--- src/rtl/spdif_pkg.sv ---
// rtl/spdif_pkg.sv - shared types and constants for the S/P DIF sample feeder
package spdif_pkg;

    typedef logic [15:0] sample_t;

    typedef struct packed {
        sample_t left;
        sample_t right;
    } stereo_frame_t;

    localparam int FRAMES_PER_BLOCK = 192;

    typedef enum logic [2:0] {
        IDLE,
        ISSUE_L,
        BUSY_L,
        WAIT_R,
        ISSUE_R,
        BUSY_R
    } feeder_state_e;

endpackage

--- src/rtl/spdif_sample_feeder_fifo.sv ---
// rtl/spdif_sample_feeder_fifo.sv - synchronous stereo-frame FIFO (stereo_fifo)
module stereo_fifo
    import spdif_pkg::*;
#(
    parameter int DEPTH = 16,
    localparam int AW = $clog2(DEPTH)
) (
    input  logic          clk,
    input  logic          rst,
    input  logic          push,
    input  stereo_frame_t wr_data,
    input  logic          pop,
    output stereo_frame_t rd_data,
    output logic          full,
    output logic          empty,
    output logic [AW:0]   count
);

    stereo_frame_t mem [DEPTH];
    logic [AW-1:0] wr_ptr;
    logic [AW-1:0] rd_ptr;
    logic          do_push;
    logic          do_pop;

    assign full    = (count == (AW+1)'(DEPTH));
    assign empty   = (count == '0);
    // a full FIFO refuses writes even when a pop frees a slot in the same cycle
    assign do_push = push && !full;
    assign do_pop  = pop && !empty;
    assign rd_data = mem[rd_ptr];

    always_ff @(posedge clk) begin
        if (do_push) begin
            mem[wr_ptr] <= wr_data;
        end
    end

    always_ff @(posedge clk) begin
        if (!rst) begin
            wr_ptr <= '0;
            rd_ptr <= '0;
            count  <= '0;
        end else begin
            if (do_push) begin
                wr_ptr <= wr_ptr + 1'b1;
            end
            if (do_pop) begin
                rd_ptr <= rd_ptr + 1'b1;
            end
            count <= count + (AW+1)'(do_push) - (AW+1)'(do_pop);
        end
    end

endmodule

--- src/rtl/spdif_sample_feeder.sv ---
// rtl/spdif_sample_feeder.sv - buffers stereo PCM and feeds the S/P DIF serializer L then R
// Optional build macro: SPDIF_UNDERRUN_HOLD_EN (repeat last frame on underrun instead of zeros)
module spdif_sample_feeder
    import spdif_pkg::*;
#(
    parameter int DEPTH    = 16,
    parameter int SAMPLE_W = 16,
    parameter int UCNT_W   = 16
) (
    input  logic                     clk,
    input  logic                     rst,
    input  logic                     en,
    input  logic [SAMPLE_W-1:0]      in_left,
    input  logic [SAMPLE_W-1:0]      in_right,
    input  logic                     in_valid,
    output logic                     in_ready,
    output logic [SAMPLE_W-1:0]      spdif_data,
    output logic                     spdif_valid,
    input  logic                     spdif_rdy,
    output logic [$clog2(DEPTH):0]   fill,
    output logic                     underrun,
    output logic [UCNT_W-1:0]        underrun_count,
    output logic [7:0]               frame_idx
);

    feeder_state_e state;
    stereo_frame_t wr_frame;
    stereo_frame_t head;
    stereo_frame_t held;
    logic          full;
    logic          empty;
    logic          pop;

    assign wr_frame = stereo_frame_t'({in_left, in_right});
    assign in_ready = !full;
    assign pop      = (state == IDLE) && en && spdif_rdy && !empty;

    stereo_fifo #(.DEPTH(DEPTH)) u_fifo (
        .clk     (clk),
        .rst     (rst),
        .push    (in_valid),
        .wr_data (wr_frame),
        .pop     (pop),
        .rd_data (head),
        .full    (full),
        .empty   (empty),
        .count   (fill)
    );

    always_ff @(posedge clk) begin
        if (!rst) begin
            state          <= IDLE;
            held           <= '0;
            spdif_valid    <= 1'b0;
            spdif_data     <= '0;
            underrun       <= 1'b0;
            underrun_count <= '0;
            frame_idx      <= '0;
        end else begin
            spdif_valid <= 1'b0;
            underrun    <= 1'b0;
            case (state)
                IDLE: begin
                    if (en && spdif_rdy) begin
                        state       <= ISSUE_L;
                        spdif_valid <= 1'b1;
                        if (!empty) begin
                            held       <= head;
                            spdif_data <= head.left;
                        end else begin
                            underrun <= 1'b1;
                            if (underrun_count != '1) begin
                                underrun_count <= underrun_count + 1'b1;
                            end
`ifdef SPDIF_UNDERRUN_HOLD_EN
                            spdif_data <= held.left;
`else
                            held       <= '0;
                            spdif_data <= '0;
`endif
                        end
                    end
                end
                ISSUE_L: state <= BUSY_L;
                // rdy is still high right after the strobe; wait for it to fall first
                BUSY_L: begin
                    if (!spdif_rdy) begin
                        state <= WAIT_R;
                    end
                end
                WAIT_R: begin
                    if (spdif_rdy) begin
                        state       <= ISSUE_R;
                        spdif_valid <= 1'b1;
                        spdif_data  <= held.right;
                        frame_idx   <= (frame_idx == 8'(FRAMES_PER_BLOCK - 1)) ? 8'd0 : frame_idx + 8'd1;
                    end
                end
                ISSUE_R: state <= BUSY_R;
                BUSY_R: begin
                    if (!spdif_rdy) begin
                        state <= IDLE;
                    end
                end
                default: state <= IDLE;
            endcase
        end
    end

endmodule

--- config.mk ---
export PLATFORM = sky130hd
export DESIGN_NAME = spdif_sample_feeder
export DESIGN_NICKNAME = d
export VERILOG_FILES = /design/src/rtl/spdif_pkg.sv /design/src/rtl/spdif_sample_feeder_fifo.sv /design/src/rtl/spdif_sample_feeder.sv
export SDC_FILE = /design/constraint.sdc
export NUM_CORES = 1
export LEC_CHECK = 0
export BUFFER_PORTS_ARGS = -buffer_cell sky130_fd_sc_hd__buf_2
export CORE_MARGIN = 4
export CORE_UTILIZATION = 60
export CTS_BUF_LIST = sky130_fd_sc_hd__clkbuf_8
export CTS_CLUSTER_SIZE = 16
export DETAILED_ROUTE_END_ITERATION = 10
export PLACE_DENSITY = 0.78
export SETUP_SLACK_MARGIN = 0.4
export SKIP_CTS_REPAIR_TIMING = 1
export SYNTH_ARGS = -nofsm -noshare
export SYNTH_HDL_FRONTEND = slang
export SYNTH_HIERARCHICAL = 1
export SYNTH_SLANG_ARGS = --single-unit
--- constraint.sdc ---
create_clock -name clk -period 8.7 [get_ports clk]
set_input_delay 1.74 -clock clk [delete_from_list [all_inputs] [get_ports clk]]
set_output_delay 1.74 -clock clk [all_outputs]
set_load 0.05 [all_outputs]
# Word level (Yosys, flattened, before mapping)

Memory sizes are Yosys's and may differ from the RTL's. A register that Yosys moved wholly into a read port is not among the register bits.
Cells that the tools add are included.

Flip-flop bits (word level): 74
Memory bits (writable): 512
Input bits: 37
Word-level logic and storage cells: 65
Memories kept: 1

Add/sub/neg operators: 6
Eq/ne operators: 12
Muxes and demuxes: 19
Reductions and logical operators: 17

Memories:

| memory     | depth | bits a word | rd ports | clocked after memory_dff | write ports | RTL line                       | text |
|---|---|---|---|---|---|---|---|
| u_fifo.mem | 16    | 32          | 1        | 1                        | 1           | spdif_sample_feeder_fifo.sv:19 | `stereo_frame_t mem [DEPTH];` |

Operators by type and width:

| kind                                                 | count |
|---|---|
| 2-to-1 mux 16 bit                                    | 4 |
| one-hot mux 16 bit (2 select lines)                  | 1 |
| one-hot mux 3 bit (6 select lines)                   | 1 |
| adder 16 x 1 -> 16 bit (second input constant)       | 1 |
| != test 16 bit (second input constant)               | 1 |
| 2-to-1 mux 3 bit                                     | 4 |
| adder 4 x 1 -> 4 bit (second input constant)         | 2 |
| adder 8 x 1 -> 8 bit (second input constant)         | 1 |
| equality test 8 bit (second input constant)          | 1 |
| 2-to-1 mux 4 bit                                     | 2 |
| 2-to-1 mux 8 bit                                     | 1 |
| AND reduction 4 bit                                  | 2 |
| equality test 3 x 2 -> 1 bit (second input constant) | 2 |
| equality test 3 bit (second input constant)          | 2 |
| logical AND 1 bit                                    | 6 |
| != test 2 bit (second input constant)                | 3 |
| AND reduction 3 bit                                  | 2 |
| adder 5 x 1 -> 5 bit                                 | 1 |
| equality test 5 bit (second input constant)          | 1 |
| zero test 5 bit                                      | 1 |
| 2-to-1 mux 1 bit                                     | 5 |
| subtractor 5 x 1 -> 5 bit                            | 1 |
| AND reduction 2 bit                                  | 2 |
| equality test 3 x 1 -> 1 bit (second input constant) | 1 |
| other kinds (5)                                      | 6 |

# Longest topological paths before layout

Gate-level depths: netlist of run 1.

Depth after elaboration: 7
Mapped depth: 17
Mapped depth without buffers: 15

# Hierarchy

Netlist of run 1, hierarchy kept.

Modules (own cells, without submodules):

| module              | instances | cells an instance | area each (um^2) |
|---|---|---|---|
| stereo_fifo         | 1         | 891               | 20055.5 |
| spdif_sample_feeder | 1         | 330               | 2911.5 |

# Least setup slack after synthesis of run 1

Ideal clock, no wire load.

Path kind: input port to flip-flop
Start: input port in_valid
End: memory u_fifo/mem[0][0] (netlist bit), enable pin
Data arrival time: 4.997 ns
Required time: 8.198 ns
Slack: 3.201 ns
Cell stages on the path: 2
Path buffers: 0
Cells stage by stage: nand2_1 -> nor4_1

Longest elaborated chain between the ends: 3

RTL lines:

| element                                | RTL line                       | text |
|---|---|---|
| start: declaration                     | spdif_sample_feeder.sv:15      | `input logic in_valid,` |
| logical AND 1 bit                      | spdif_sample_feeder_fifo.sv:28 | `assign do_push = push && !full;` |
| 2-to-1 mux 1 bit                       | spdif_sample_feeder_fifo.sv:33 | `if (do_push) begin` |
| 2-to-1 mux 1 bit (implied by the code) | spdif_sample_feeder_fifo.sv:34 | `mem[wr_ptr] <= wr_data;` |
| end: declaration                       | spdif_sample_feeder_fifo.sv:19 |  |

No other way between the ends.

# Worst setup path in the final report of run 1

Start: input port en
End: register u_fifo.count[4]

Longest elaborated chain between the ends: 5

RTL lines:

| element                         | RTL line                       | text |
|---|---|---|
| start: declaration              | spdif_sample_feeder.sv:12      | `input logic en,` |
| logical AND 1 bit (3 in series) | spdif_sample_feeder.sv:36      | `assign pop = (state == IDLE) && en && spdif_rdy && !empty;` |
| named net pop                   | spdif_sample_feeder.sv:32      | `logic pop;` |
| logical AND 1 bit               | spdif_sample_feeder_fifo.sv:29 | `assign do_pop = pop && !empty;` |
| subtractor 5 x 1 -> 5 bit       | spdif_sample_feeder_fifo.sv:50 | `count <= count + (AW+1)'(do_push) - (AW+1)'(do_pop);` |
| end signal: assignment          | spdif_sample_feeder_fifo.sv:50 |  |
| end: declaration                | spdif_sample_feeder_fifo.sv:16 | `output logic [AW:0] count` |

The timed path passes the listed nets, and every way through them passes these cells.
A chain may end at the register's enable or synchronous reset.

==> results of run 1 <==
[cells by family (layout without fill, tap and decap cells)]
kind of cell	after synthesis	in the layout	synth area share, %
other cells	0	2	0
compound gates	131	131	3.90
flops	590	590	73.7
simple gates	237	237	5.75
fa+ha+maj	14	14	0.795
buf+inv	84	283	1.74
mux	149	149	13.5
xor+xnor	16	16	0.610
[path summary, 6_finish.rpt]
path	slack [ns]	start	end	cells past startpoint
worst max-delay path	4.50	en	u_fifo/count[4]	14
worst min-delay path	0.45	held[2]	held[2]	2
worst max register to register	4.98	u_fifo/count[2]	u_fifo/count[4]	16
worst min register to register	0.45	held[2]	held[2]	2
[per-layer routing]
metal	global-route usage, %	up-vias	share of wire (%)
li1	-	5223	-
met1	33.8	6079	38
met2	39.0	607	49
met3	5.17	96	9.7
met4	8.38	6	2.8
met5	0	-	0.070
[worst min-delay path, stage by stage (launching register included)]
cell and delay (ns):
dfxtp_1 0.31, nand2_1 0.05, a21oi_1 0.05
[power breakdown]
part           leakage (µW)  internal, µW  switching (µW)  total, µW
clock              0.000946          1120            1010       2120
sequential          0.00526          3190            79.9       3270
combinational       0.00226           395             513        908
[cell usage in the layout (no fill, tap or decap), types with 4 or more instances in the layout]
master     count
edfxtp_1     512
mux4_2       128
clkbuf_8      94
buf_2         84
dfxtp_1       76
nand2_1       67
a22oi_1       64
inv_1         41
nor2_1        32
a21oi_1       31
buf_4         26
mux2i_1       21
clkinv_1      21
nand3b_1      17
nor2b_1       16
a211oi_1      16
and2_1        14
ha_1          13
nand3_1       10
xnor2_1       10
clkinv_2      10
nand4_1        9
nand2b_1       8
and2_2         8
o31ai_1        7
or4_1          7
o21ai_0        7
xor2_1         6
and3_1         5
nor3_1         5
nor2_4         5
nor3b_1        4
bufinv_16      4
nor4_2         4
[area by class of cell]
type	instances	area, µm²	share of cell area, %
flip-flops and latches	590	16900	66.1
multi-input cells	547	5720	22.3
clock buffers	94	1290	5.05
well taps	511	639	2.49
repair buffers	110	616	2.40
clock inverters	63	368	1.43
inverters	16	60.1	0.234
diodes	2	5.00	0.0195
[sequential cells by signal, indices dropped and copies added, names as in the netlist, named ones only]
| signal | flops |
|---|---|
| underrun_count | 16 |
| spdif_valid | 1 |
| underrun | 1 |
| frame_idx | 8 |
| held | 16 |
| state | 3 |
| u_fifo/rd_ptr | 4 |
| u_fifo/mem | 512 |
| spdif_data | 16 |
| u_fifo/count | 5 |
| u_fifo/wr_ptr | 4 |
[stage by stage]
step	cell area [µm²]	cells	power, µW	setup WS (ns)
2_1_floorplan	23000	1221	4000	3.20
3_3_place_gp	24000	1774	4220	3.91
3_5_place_dp	24000	1774	4240	3.86
4_1_cts	25600	1931	6350	4.53
5_1_grt	25600	1932	6580	4.28
6_report	25600	1933	6300	4.50
==> metrics.cfg, run 1 <==
[floorplan]
dieArea_um2 = 41500
num_rows = 71
die-height_um = 204
core_area_um2 = 37800
die_x_um = 204
start_util_pct = 60.8
pin_count = 85

[timing]
slew_headroom_pct = 31.7
clock.fmax_ghz = 0.238
report.final.setup_viol = 0
hold_ws_ns = 0.452
min_period_ns = 4.20
finalMaxSlewViolations = 0
rsz0062_at_grt = false
skew_ns = 0.0300
period_share_pct = 48.3
fin_setup_tns_ns = 0
finalHoldViolations = 0
tightest_slew_ns = 1.02

[worst_setup_path]
worstPathArrival_ns = 4.73
setup.worst_path.start_class = input pin
crit_slowest_cell = fa_1
path_class = in2reg
required_ns = 9.23
cp_num_buf_inv = 3
critPathTopFamily = simple AND/OR/NAND/NOR gates
end_kind = flip-flop
crit_chain = buf_2 -> nor3b_4 -> nand2b_1 -> nor2_1 -> nand2_1 -> inv_1 -> ha_1 -> inv_1 -> ha_1 -> fa_1 -> a21oi_1 -> nor2_1 -> or3_1 -> and3_1
slowest_delay_ns = 0.44
crit_fanout = 17

[grt]
grt_usage_pct = 24.3
grt_antenna_before_repair = 4
first_global_vias = 12100
grt_max_degree = 66
grt_pass1_wl_um = 74200
grt_overflow = 0

[clock_tree]
cts_inserted_buffers = 90
cts_max_level = 3
cts_tree = done
cts_buffer_depth = 3
clock_sinks = 590
cts.clk_slew.worst_paths_ns = 0.06
insertion_delay_ns = 0.64
cts_root_buf = clkbuf_8

[route]
viasPerCell = 6.21
wl_per_cell_um = 25.7
drt-total-wl_um = 49700
ant_nets = 0
drtIter0Drc = 1582
vias = 12000
drcViolationCount = 0
first_pass_iters = 6

[placed_design]
io_buffers = 84
place_congestion = 0.822
dpl.hpwl_um = 25600

[synthesis]
async_flop_share_pct = 0
yosys.area.top_type = edfxtp_1
synth_seq_cells = 590
synthCells = 1221
avgSynthCellArea_um2 = 18.8
ys_types = 53
syn_area_um2 = 23000
synth.top_cell.area_share_pct = 66.9
synth.area.top_cells = edfxtp_1 67%, mux4_2 13%, dfxtp_1 6.8%
synthTopCellsByCount = 512 x edfxtp_1, 128 x mux4_2, 78 x dfxtp_1
synth_most_common_cell = edfxtp_1
synth-edff-count = 512
yosys_warnings = 6
syn-num-nets = 1272
ys_seq_area_share_pct = 73.7
synth_flop_cell = edfxtp_1

[layout]
final_net_count = 1406
finish.utilization_pct = 67.9
final.fill_count = 2358
area.growth.synth_to_final_pct = 11.7
layout-drive-gt1-share_pct = 26.9

[power]
irDropWorstVdd_mv = 0.106
leakage_uw = 0.00846
powerDensity_nw_per_um2 = 246

[worst_hold_path]
hold_path_class = reg2reg

[outcome]
status = complete, no violations

[run]
max_cap_viol_count = 0

(Power assumes the default switching activity.)
==> run 2, diff against run 1 <==
==> constraint.sdc (replaced) <==
create_clock -name clk -period 3.88 [get_ports clk]
set_input_delay 0.776 -clock clk [delete_from_list [all_inputs] [get_ports clk]]
set_output_delay 0.776 -clock clk [all_outputs]
set_load 0.05 [all_outputs]
==> run 2 against run 1 <==
Setup slack worse by 3.9 ns; count of clock-buffer cells in the layout unchanged; sequential cell count unchanged; critical path type is now reg2reg.
==> metrics.cfg, run 2 (same netlist as run 1, synthesis figures left out) <==
[timing]
fin_setup_tns_ns = 0  ; unchanged
slew_headroom_pct = 41.5  ; +9.7 points
period_share_pct = 83.3
finalMaxSlewViolations = 0  ; unchanged
finalHoldViolations = 0  ; unchanged
rsz0062_at_grt = false
min_period_ns = 3.23
report.final.setup_viol = 0  ; unchanged
skew_ns = 0.0158  ; -0.0142 ns
clock.fmax_ghz = 0.309
hold_ws_ns = 0.455  ; +0.00261 ns
tightest_slew_ns = 0.871  ; -0.152 ns

[floorplan]
pin_count = 85  ; unchanged
dieArea_um2 = 41500  ; unchanged
die_x_um = 204  ; unchanged
start_util_pct = 60.8  ; unchanged
num_rows = 71  ; unchanged
core_area_um2 = 37800  ; unchanged
die-height_um = 204  ; unchanged

[layout]
n_antenna_cell = 0  ; -2
regArea_um2 = 17000  ; about the same
finish.utilization_pct = 68.3  ; +0.42 points
layout-drive-gt1-share_pct = 27.4  ; +0.46 points
fin_area_um2 = 25800  ; +0.62%
final_common_cell = edfxtp_1
area.growth.synth_to_final_pct = 12.3
multi_input_area_um2 = 5760  ; +0.68%
instances_no_fill = 1951  ; +0.93%
regMostFlops = u_fifo/mem
largest_register_ffs = 512  ; unchanged
most-common-layout-cells = 512 x edfxtp_1, 128 x mux4_2, 94 x clkbuf_8
final_net_count = 1419  ; +0.92%
final.fill_count = 2361  ; +0.13%

[route]
ant_nets = 0  ; unchanged
drtIter0Drc = 1452  ; -8.2%
viasPerCell = 6.22  ; about the same
wl_per_cell_um = 25.2  ; -1.8%
vias = 12100  ; +0.97%
first_pass_iters = 5  ; -1
drcViolationCount = 0  ; unchanged
drt-total-wl_um = 49200  ; -0.92%

[placed_design]
place_area_um2 = 24200  ; +1.1%
dpl.hpwl_um = 27400  ; +7.4%
place_congestion = 0.825  ; +0.39%
dp_cells = 1788  ; +0.79%
io_buffers = 84  ; unchanged

[clock_tree]
clock_sinks = 590  ; unchanged
cts.clk_slew.worst_paths_ns = 0.06  ; about the same
cts_tree = done
cts_max_level = 3  ; unchanged
insertion_delay_ns = 0.64  ; about the same
cts_root_buf = clkbuf_8
cts_inserted_buffers = 89  ; -1.1%
cts_buffer_depth = 3  ; unchanged

[worst_setup_path]
crit_fanout = 5  ; -12
path_class = reg2reg
cp_num_buf_inv = 4  ; +1
worstPathArrival_ns = 3.75  ; -0.98 ns
crit_slowest_cell = or4b_4
end_kind = flip-flop
required_ns = 4.40  ; -4.83 ns
crit_start = u_fifo/count[2]
reg2reg_from = u_fifo/count[2]
setup.worst_path.start_class = flip-flop
crit_chain = inv_1 -> ha_1 -> or4b_4 -> inv_2 -> nor2_1 -> nand2_1 -> inv_1 -> ha_1 -> inv_1 -> ha_1 -> fa_1 -> a21oi_1 -> nor2_1 -> or3_1 -> and3_1
slowest_delay_ns = 0.51  ; +0.07 ns
critPathTopFamily = simple AND/OR/NAND/NOR gates

[worst_hold_path]
hold_path_class = reg2reg
worstHoldStart = held[6]

[outcome]
status = complete, no violations

[power]
irDropWorstVdd_mv = 0.274  ; +160%
powerDensity_nw_per_um2 = 541  ; +120%
leakage_uw = 0.00855  ; +1.1%

[grt]
grt_antenna_before_repair = 4  ; unchanged
first_global_vias = 12300  ; +1.3%
grt_pass1_wl_um = 74900  ; +0.92%
grt_usage_pct = 24.2  ; -0.074 points
busiest_layer = met2
use_met1_pct = 34.1  ; +0.29 points
met2_usage_pct = 38.6  ; -0.38 points
grt_max_degree = 36  ; -45%
grt_overflow = 0  ; unchanged
globalRouteMet3Util_pct = 5.37  ; +0.21 points

[run]
max_cap_viol_count = 0  ; unchanged

-- run 2: cell count changes in the layout (fill, tap and decap cells not counted), sizes merged --
cell,before,now
buf,110,124
bufinv,4,0
diode,2,0
clkinvlp,1,3
inv,42,53
clkinv,32,29
-- run 2: path summary, 6_finish.rpt --
check / cells after the start / end / slack [ns]
min: 2 / held[6] / 0.45
max: 15 / u_fifo/count[4] / 0.65
max reg2reg: 15 / u_fifo/count[4] / 0.65
min reg2reg: 2 / held[6] / 0.45
-- run 2: power breakdown --
group / switching, µW / internal [µW]
Sequential: 136 / 7170
Clock: 2230 / 2230
Combinational: 1240 / 941
-- run 2: through the flow --
step	worst slack, ns	total power [µW]
after CTS	0.647	14100
after detailed placement	0.432	9620
after global placement	0.529	9550
after floorplan	0.413	8980
final	0.648	13900
after global routing	0.484	14600
-- run 2: layout make-up --
| cell class | instances | share of cell area (%) |
|---|---|---|
| inverters | 16 | 0.233 |
| clock inverters | 69 | 1.08 |
| well taps | 511 | 2.48 |
| clock buffers | 94 | 5.01 |
| flip-flops and latches | 590 | 65.7 |
| multi-input cells | 547 | 22.3 |
| repair buffers | 124 | 3.18 |
-- run 2: per-layer routing --
metal  up-vias  routed length, µm  share of wire [%]
li1       5250                  -                  -
met1      6230              19900                 40
met2       544              24000                 49
met3        96               4050                8.2
met4         8               1240                2.5
met5         -                 54               0.11
-- run 2: worst reg2reg max path: cells and delay by family, from the launching register on --
kind                       cells  cell delay [ns]
and+or+nand+nor                6             1.28
adders and majority gates      4             1.08
DFF                            1             0.34
buffers and inverters          4             0.24
AOI/OAI and AO/OA              1             0.19
==> run 3, diff against run 2 <==
==> constraint.sdc (replaced) <==
create_clock -name clk -period 3 [get_ports clk]
set_input_delay 0.6 -clock clk [delete_from_list [all_inputs] [get_ports clk]]
set_output_delay 0.6 -clock clk [all_outputs]
set_load 0.05 [all_outputs]
==> run 3 against run 2 <==
Die area unchanged; routed wire length up 0.39%; combinational power up 52%; sequential cell count unchanged; register-to-register slack worse by 0.57 ns; hold slack worse by 0.14 ns; final area up 2.2%; power up 34%; clock skew up 0.012 ns; clock power up 33%; critical path type unchanged; largest cell class unchanged.
==> metrics.cfg, run 3 (same netlist as run 1, synthesis figures left out) <==
[outcome]
status = complete, no violations

[timing]
finalHoldViolations = 0  ; unchanged
period_share_pct = 97.3  ; +14 points
finalMaxSlewViolations = 0  ; unchanged
hold_ws_ns = 0.310  ; -0.145 ns
min_period_ns = 2.92  ; -0.313 ns
tightest_slew_ns = 0.817  ; -0.0547 ns
clock.fmax_ghz = 0.343  ; +11%
report.final.setup_viol = 0  ; unchanged
rsz0062_at_grt = true
slew_headroom_pct = 45.1  ; +3.7 points
skew_ns = 0.0283  ; +0.0125 ns

[layout]
regMostFlops = u_fifo/mem
fin_area_um2 = 26400  ; +2.2%
layout-drive-gt1-share_pct = 30.3  ; +2.9 points
final_common_cell = edfxtp_1
n_antenna_cell = 0  ; unchanged
finish.utilization_pct = 69.8  ; +1.5 points
final.fill_count = 2328  ; -1.4%
largest_register_ffs = 512  ; unchanged
area.growth.synth_to_final_pct = 14.8
most-common-layout-cells = 512 x edfxtp_1, 128 x mux4_2, 95 x clkbuf_8
final_net_count = 1447  ; +2.0%

[power]
switching_power_uw = 4870  ; +35%
powerDensity_nw_per_um2 = 708  ; +31%
combPwrFrac_pct = 17.7  ; +2.1 points
switching_share_pct = 26.1  ; +0.22 points
pwr-share-clk_pct = 31.9  ; about the same
p_int_uw = 13800  ; +33%
leakage_uw = 0.00873  ; +2.1%
seqPwrFrac_pct = 50.4  ; -1.9 points
irDropWorstVdd_mv = 0.567  ; +110%

[clock_tree]
cts_max_level = 3  ; unchanged
cts_root_buf = clkbuf_8
cts_tree = done
cts_buffer_depth = 3  ; unchanged
insertion_delay_ns = 0.65  ; about the same
cts.clk_slew.worst_paths_ns = 0.06  ; about the same
clock_sinks = 590  ; unchanged
cts_inserted_buffers = 91  ; +2.2%

[floorplan]
die-height_um = 204  ; unchanged
die_x_um = 204  ; unchanged
pin_count = 85  ; unchanged
start_util_pct = 60.8  ; unchanged
dieArea_um2 = 41500  ; unchanged
num_rows = 71  ; unchanged
core_area_um2 = 37800  ; unchanged

[route]
wl_per_cell_um = 25.1  ; -0.58%
ant_nets = 0  ; unchanged
first_pass_iters = 5  ; unchanged
drtIter0Drc = 1110  ; -24%
drt-total-wl_um = 49400  ; +0.39%
vias = 12300  ; +1.0%
viasPerCell = 6.22  ; about the same
drcViolationCount = 0  ; unchanged

[worst_setup_path]
crit_slowest_cell = or4b_4
crit_fanout = 4  ; -1
cp_common_cell = ha_4
setup.worst_path.start_class = flip-flop
required_ns = 3.53  ; -0.87 ns
end_kind = flip-flop
slowest_delay_ns = 0.50  ; about the same
path_class = reg2reg
worstPathArrival_ns = 3.45  ; -0.30 ns
crit_chain = inv_4 -> ha_4 -> or4b_4 -> inv_4 -> nor2_4 -> nand2_2 -> inv_2 -> ha_4 -> inv_2 -> ha_4 -> fa_2 -> a21oi_2 -> nor2_1 -> or3_1 -> and3_1

[grt]
use_met1_pct = 34.8  ; +0.75 points
globalRouteMet3Util_pct = 4.80  ; -0.57 points
met2_usage_pct = 37.9  ; -0.73 points
grt_overflow = 0  ; unchanged
grt_usage_pct = 23.9  ; -0.25 points
busiest_layer = met2
grt_antenna_before_repair = 2  ; -2
first_global_vias = 12100  ; -1.6%
grt_max_degree = 60  ; +67%
grt_pass1_wl_um = 74100  ; -1.1%

[placed_design]
place_area_um2 = 24500  ; +1.2%
dpl.hpwl_um = 27400  ; -0.23%
io_buffers = 84  ; unchanged
place_congestion = 0.854  ; +3.5%

[worst_hold_path]
hold_path_class = in2reg

[run]
max_cap_viol_count = 0  ; unchanged

-- run 3: area by class of cell --
type / instances / area [µm²] / area share (%)
Clock buffer: 95 / 1310 / 4.96
Clock inverter: 61 / 305 / 1.16
Tap cell: 511 / 639 / 2.42
Sequential cell: 590 / 17000 / 64.3
Timing Repair Buffer: 149 / 1230 / 4.65
Inverter: 16 / 67.6 / 0.256
Multi-Input combinational cell: 548 / 5870 / 22.3
-- run 3: stage by stage --
step           total power [µW]  instances  setup TNS (ns)  worst slack [ns]
3_5_place_dp              12600       1792               0            0.0375
6_report                  18700       1970               0            0.0812
3_3_place_gp              12500       1792               0             0.122
5_1_grt                   19500       1970         -0.0157           -0.0157
2_1_floorplan             11700       1221          -0.188            -0.188
4_1_cts                   18500       1948               0            0.0264
-- run 3: metal layers --
metal / wire, µm / vias to the layer above
met3: 4150 / 96
met4: 1220 / 4
met1: 19700 / 6258
met2: 24300 / 596
li1: - / 5300
met5: 33 / -
-- run 3: path summary, 6_finish.rpt --
| kind | endpoint | slack, ns | cells past startpoint | startpoint |
|---|---|---|---|---|
| setup / recovery | u_fifo/count[4] | 0.08 | 15 | u_fifo/count[2] |
| hold / removal | u_fifo/wr_ptr[1] | 0.31 | 3 | in_valid |
| setup reg to reg | u_fifo/count[4] | 0.08 | 15 | u_fifo/count[2] |
| hold reg to reg | held[4] | 0.45 | 2 | held[4] |
-- run 3: critical path: cells and delay by family, from the launching register on --
family / cells / cell delay [ns]
compound gates: 1 / 0.15
fa+ha+maj: 4 / 0.91
buf+inv: 4 / 0.23
flops: 1 / 0.35
simple gates: 6 / 1.16
-- run 3: power by group through the flow --
| stage | Combinational [µW] | Sequential (µW) | Clock (µW) |
|---|---|---|---|
| finish | 3310 | 9420 | 5950 |
| global route | 3550 | 9440 | 6480 |
| CTS | 3040 | 9430 | 6070 |
| detailed placement | 3030 | 9600 | 0 |
| global placement | 2960 | 9580 | 0 |
| floorplan | 2020 | 9730 | 0 |
